<file path="src/rtl/trex_game_core.sv">
// T-rex runner core: jump physics with gravity, N obstacle slots with distance-based spawning,
// bounding-box collision, score and speed ramp. Game state advances only on frame_tick while running.
module trex_game_core #(
    parameter int SCREEN_W   = 640,
    parameter int GROUND_Y   = 250,
    parameter int REX_X      = 50,
    parameter int REX_W      = 20,
    parameter int OBS_W      = 12,
    parameter int OBS_H      = 20,
    parameter int N_OBS      = 2,
    parameter int JUMP_V     = 15,
    parameter int GRAVITY    = 1,
    parameter int SPEED_INIT = 4,
    parameter int SPEED_MAX  = 12,
    parameter int SPEED_STEP = 100,
    parameter int OBS_GAP    = 320
) (
    input  logic                clk,
    input  logic                reset,
    input  logic                frame_tick,
    input  logic                btn_start,
    input  logic                btn_jump,
    output logic [9:0]          rex_y,
    output logic [10*N_OBS-1:0] obs_x,
    output logic [N_OBS-1:0]    obs_active,
    output logic [15:0]         score,
    output logic [4:0]          speed,
    output logic                game_over
);
    localparam logic [1:0] S_IDLE = 2'd0;
    localparam logic [1:0] S_RUN  = 2'd1;
    localparam logic [1:0] S_OVER = 2'd2;

    localparam logic [9:0]  SPAWN_X   = 10'(SCREEN_W);
    localparam logic [9:0]  GROUND    = 10'(GROUND_Y);
    localparam logic [9:0]  LAUNCH_Y  = 10'(GROUND_Y - JUMP_V);
    localparam logic [9:0]  HIT_Y     = 10'(GROUND_Y - OBS_H);
    localparam logic [10:0] REX_L     = 11'(REX_X);
    localparam logic [10:0] REX_R     = 11'(REX_X + REX_W);
    localparam logic [10:0] OBS_W11   = 11'(OBS_W);
    localparam logic [7:0]  LAUNCH_V  = 8'(GRAVITY - JUMP_V);
    localparam logic [7:0]  GRAV_V    = 8'(GRAVITY);
    localparam logic [4:0]  SPD_INIT  = 5'(SPEED_INIT);
    localparam logic [4:0]  SPD_MAX   = 5'(SPEED_MAX);
    localparam logic [15:0] STEP_LAST = 16'(SPEED_STEP - 1);
    localparam logic [15:0] GAP       = 16'(OBS_GAP);

    logic [1:0]        state;
    logic signed [7:0] vel;
    logic              airborne;
    logic              jump_q;
    logic              jump_pending;
    logic              jump_rise;
    logic [15:0]       acc;
    logic [15:0]       step_cnt;
    logic [9:0]        obs_pos [N_OBS];

    logic [9:0]        pos_nxt [N_OBS];
    logic [N_OBS-1:0]  act_nxt;
    logic [15:0]       acc_sum;
    logic [15:0]       acc_nxt;
    logic              spawn_req;
    logic              spawn_free;
    logic              collide;
    logic signed [11:0] y_sum;
    logic              land;

    assign jump_rise = btn_jump & ~jump_q;
    assign game_over = (state == S_OVER);
    assign y_sum     = $signed({2'b00, rex_y}) + 12'(vel);
    assign land      = (y_sum >= $signed({2'b00, GROUND}));

    always_comb begin
        obs_x = '0;
        for (int i = 0; i < N_OBS; i++) obs_x[10*i +: 10] = obs_pos[i];
    end

    // Hit test uses registered pre-update positions of rex and every active slot.
    always_comb begin
        collide = 1'b0;
        for (int i = 0; i < N_OBS; i++) begin
            if (obs_active[i] && ({1'b0, obs_pos[i]} < REX_R) &&
                (({1'b0, obs_pos[i]} + OBS_W11) > REX_L) && (rex_y > HIT_Y))
                collide = 1'b1;
        end
    end

    // Spawning only considers slots that were already free before this tick's movement.
    always_comb begin
        pos_nxt    = obs_pos;
        act_nxt    = obs_active;
        spawn_free = 1'b1;
        acc_sum    = acc + {11'd0, speed};
        spawn_req  = (acc_sum >= GAP);
        acc_nxt    = spawn_req ? (acc_sum - GAP) : acc_sum;
        for (int i = 0; i < N_OBS; i++) begin
            if (obs_active[i]) begin
                if ({1'b0, obs_pos[i]} < {6'd0, speed})
                    act_nxt[i] = 1'b0;
                else
                    pos_nxt[i] = 10'({1'b0, obs_pos[i]} - {6'd0, speed});
            end else if (spawn_req && spawn_free) begin
                pos_nxt[i] = SPAWN_X;
                act_nxt[i] = 1'b1;
                spawn_free = 1'b0;
            end
        end
    end

    always_ff @(posedge clk or posedge reset) begin
        if (reset) begin
            state        <= S_IDLE;
            rex_y        <= GROUND;
            vel          <= '0;
            airborne     <= 1'b0;
            jump_q       <= 1'b0;
            jump_pending <= 1'b0;
            obs_active   <= '0;
            score        <= '0;
            speed        <= SPD_INIT;
            acc          <= '0;
            step_cnt     <= '0;
            for (int i = 0; i < N_OBS; i++) obs_pos[i] <= SPAWN_X;
        end else begin
            jump_q <= btn_jump;
            case (state)
                S_IDLE: begin
                    jump_pending <= 1'b0;
                    if (btn_start) state <= S_RUN;
                end
                S_RUN: begin
                    if (frame_tick) begin
                        if (collide) begin
                            state        <= S_OVER;
                            jump_pending <= 1'b0;
                        end else begin
                            jump_pending <= jump_rise;
                            if (!airborne) begin
                                if (jump_pending) begin
                                    rex_y    <= LAUNCH_Y;
                                    vel      <= LAUNCH_V;
                                    airborne <= 1'b1;
                                end
                            end else if (land) begin
                                rex_y    <= GROUND;
                                vel      <= '0;
                                airborne <= 1'b0;
                            end else begin
                                rex_y <= y_sum[9:0];
                                vel   <= vel + GRAV_V;
                            end
                            obs_pos    <= pos_nxt;
                            obs_active <= act_nxt;
                            acc        <= acc_nxt;
                            if (score != 16'hFFFF) score <= score + 16'd1;
                            if (step_cnt == STEP_LAST) begin
                                step_cnt <= '0;
                                if (speed < SPD_MAX) speed <= speed + 5'd1;
                            end else begin
                                step_cnt <= step_cnt + 16'd1;
                            end
                        end
                    end else if (jump_rise) begin
                        jump_pending <= 1'b1;
                    end
                end
                S_OVER: begin
                    jump_pending <= 1'b0;
                    if (btn_start) begin
                        state      <= S_IDLE;
                        rex_y      <= GROUND;
                        vel        <= '0;
                        airborne   <= 1'b0;
                        obs_active <= '0;
                        score      <= '0;
                        speed      <= SPD_INIT;
                        acc        <= '0;
                        step_cnt   <= '0;
                        for (int i = 0; i < N_OBS; i++) obs_pos[i] <= SPAWN_X;
                    end
                end
                default: state <= S_IDLE;
            endcase
        end
    end
endmodule

</file>
<file path="config.mk">
export PLATFORM = sky130hd
export DESIGN_NAME = trex_game_core
export DESIGN_NICKNAME = d
export VERILOG_FILES = /design/src/rtl/trex_game_core.sv
export SDC_FILE = /design/constraint.sdc
export NUM_CORES = 1
export LEC_CHECK = 0
export CAP_MARGIN = 20
export CORE_MARGIN = 2
export CORE_UTILIZATION = 55
export DETAILED_ROUTE_END_ITERATION = 16
export GPL_TIMING_DRIVEN = 0
export PLACE_DENSITY = 0.74
export RECOVER_POWER = 25
export SYNTH_ARGS = -nofsm -noshare
export SYNTH_HDL_FRONTEND = slang
export SYNTH_SLANG_ARGS = --single-unit
</file>
<file path="constraint.sdc">
create_clock -name clk -period 8.5 [get_ports clk]
set_input_delay 1.7 -clock clk [delete_from_list [all_inputs] [get_ports clk]]
set_output_delay 1.7 -clock clk [all_outputs]
set_load 0.005 [all_outputs]
</file>
==> metrics.md <==
| Metric | Value |
|---|---|
| Status | `finished, violations left` |
| Failing checks | `capacitance limit, slew limit` |
| Count leader, synth | `dfrtp_1` |
| Worst Clk Skew | `9.516 ps` |
| Number of synthesized register bits | `98` |
| CTS resizes | `0` |
| Gr usage total | `approximately 26%` |
| RSZ-0062 raised after global routing | `false` |
| Met2 usage | `43.49%` |
| Initial DRC Count | `417` |
| Share of cells above drive strength 1 | `roughly 7.9%` |
| Initial core utilization | `a little under three fifths` |
| RR Endpoint | `obs_x[10]` |
| WHS Endpoint | `acc[4]` |
| Min Tclk post-route | `roughly 5500 ps` |
| GPL Wtd Cong | `around 0.87` |
| Fmax | `about 180 MHz` |
| Die ar. | `~14000 um^2` |
| Clk sink count | `just under 100` |
| Syn. warnings | `0` |
| Critical hold path startpoint | `acc[4]` |
| Cell depth of the worst hold path | `2` |
| Post-route DRC | `0` |
| Hold Fails Final Rpt | `0` |
| CP Capture Type | `async pin` |
| Syn_area_per_cell | `slightly below 9 um^2` |
| R2R setup slack | `around 3800 ps` |
| DRT Pass-1 Iters | `5` |
| FP Rows | `41` |
| Synth area leader | `dfrtp_1` |
| Number of global-route vias before repair | `5919` |
| Core region area | `12520 um^2` |
| Vert. Die Dim | `roughly 120 um` |
| P_leak | `approximately 3.5 nW` |
| Commonest cells in the netlist | `87 x dfrtp_1, 84 x nand2_1, 63 x nor2_1, 51 x o21ai_0, 49 x inv_1` |
| Width of the chip | `approximately 120 um` |
| TNS Setup | `0 ps` |
| Fin. max-slew vios | `101` |
| Antenna Nets Post-Route | `0` |
| Initial antenna violation count | `0` |
| Design Power | `approximately 3.4 mW` |
| Clk root buf | `clkbuf_16` |
| Top cells by area, synth | `dfrtp_1 31%, ha_1 7.0%, nand2_1 4.5%` |
| Drt total wl | `~17000 um` |
| Cell Pwr Density | `roughly 420 nW/um^2` |
| Mapped Area | `approximately 7000 um^2` |
| Ys async rst share | `100.0%` |
| Top cell type's share of synthesized area | `31.19%` |
| Top FF cell, synth | `dfrtp_1` |
| R2R depth | `16` |
| Met3 usage in global routing | `under 10%` |
| Syn Nets | `slightly above 800` |
| Area delta synth->final | `15.60%` |
| CTS Buffer Depth | `2` |
| TritonCTS Buffers | `9` |
| WS Path Type | `input pin to async pin` |
| Post-synth EDFFs | `0` |
| # H-tree levels | `3` |
| Met1 Usage GRT | `between 30% and 40%` |
| Critical path data required time | `8490 ps` |
| Via/cell ratio | `a little over 6` |
| Port buffer count | `between 50 and 60` |
| CP startpoint kind | `input pin` |
| Distinct cell type count after synthesis | `83` |
| Reg-to-Reg Start | `speed[0]` |
| Num ports | `between 50 and 60` |
| Max-slew headroom | `-79.23%` |
| Critical Path AT | `5500 ps` |
| Seq/Total Area, Yosys | `35.34%` |
| Final #Nets | `around 900` |
| Most used routing layer in global routing | `met2` |
| Antenna diode count | `0` |
| Post-CTS Setup Inserts | `0` |
| Synthesized instance count | `just under 800` |
| Clock slew at reported path FFs | `~70 ps` |
| Period Utilization, post-route | `~65%` |
| First-pass GRT wire length | `28260 um` |
| Wire per inst | `16.73 um` |
| CTS tree | `built` |
| Hold_buf cts | `0` |
| # setup viols final | `0` |
| DP Wirelength | `roughly 13000 um` |
| Largest net degree at the start of global routing | `60` |
| Worst skew pair latency | `350 ps` |
| Gr ovfl total | `0` |
| Via count | `about 6300` |
| Worst-Margin Slew | `~2700 ps` |
| Worst min path class | `flop to flop` |
| Max-Cap Viols | `2` |
| Worst vdd ir | `approximately 0.00019 V` |
| CP max FO | `59` |
## layout by cell type (no fill, tap or decap), types with 5 or more instances in the layout
master,instances
a21o_1,12
a21oi_1,30
a22o_1,13
a31oi_1,5
and2_1,10
and3_1,17
buf_6,9
clkbuf_1,14
clkbuf_16,9
clkdlybuf4s50_1,56
dfrtp_1,87
dfstp_2,11
ha_1,39
inv_1,48
mux2_2,6
nand2_1,84
nand2b_1,7
nand3_1,27
nand4_1,19
nor2_1,63
nor2b_1,8
nor3_1,14
nor3b_1,5
nor4_1,9
o2111ai_1,5
o211ai_1,12
o21a_1,7
o21ai_0,51
o22a_1,7
o31ai_1,16
or3_1,11
xnor2_1,28
xor2_1,14
## where the power goes
| part | leakage (nW) | switching [mW] | internal, mW | total [mW] |
|---|---|---|---|---|
| registers | 1.19 | 0.231 | 0.656 | 0.887 |
| logic | 2.13 | 1.15 | 0.922 | 2.07 |
| clock network | 0.137 | 0.184 | 0.230 | 0.413 |
## sequential cells by signal (all words and copies together), names as in the netlist
name          count
acc              16
step_cnt         16
obs_x            20
score            16
speed             5
state             2
obs_active        2
airborne          1
jump_pending      1
jump_q            1
vel               8
rex_y            10
## cell families (layout without fill, tap and decap cells)
group | count (synthesis) | after routing | synth area share [%]
flops | 98 | 98 | 35.34
fa+ha+maj | 43 | 43 | 8.139
xor+xnor | 42 | 42 | 5.271
mux | 10 | 10 | 1.542
buf+inv | 73 | 148 | 5.020
simple gates | 302 | 302 | 22.28
compound gates | 213 | 213 | 22.41
## worst max-delay path, cell delays in order
cell and delay (ps):
dlygate4sd3_1 540, clkinvlp_2 1520, clkbuf_1 1700
## stage by stage
step	hold slack, ps	setup WS (ps)	cell area (um^2)	instances	utilization (%)
after floorplan	447.3	4256	6979	781	-
after global placement	461.9	2663	7775	1011	62.12
after detailed placement	472.8	3864	7797	1012	62.30
after CTS	489.2	3834	8085	1028	64.59
after global routing	518.8	2212	8068	1028	64.45
final	485.9	2993	8068	1028	64.45
## per-layer routing
metal,part of all wire [%],wire length (um),vias up
met5,0,0,-
met4,1.8,316,0
met3,4.0,690,30
met2,49,8423,169
met1,45,7763,3079
li1,-,-,2996
## area by class of cell
cell class	instances	area [um^2]
buffer	24	166.4
clock buffer	12	236.5
clock inverter	4	51.30
fill	1089	4449
inverter	49	185.2
multi-input combinational	610	4163
sequential	98	2466
tap	172	215.2
timing repair buffer	59	584.3
## worst max-delay path by stage
| stage | to | cells after the start | startpoint | slack [ps] |
|---|---|---|---|---|
| detailed placement | obs_x[10] | 16 | speed[0] | 3860 |
| global placement | obs_x[12] | 2 | reset | 2660 |
| global route | obs_x[1] | 3 | reset | 2210 |
| CTS | obs_x[10] | 16 | speed[0] | 3830 |
| floorplan | acc[0] | 1 | reset | 4260 |
| finish | obs_x[15] | 3 | reset | 2990 |
Note: power is estimated with default switching activity, not from simulation.
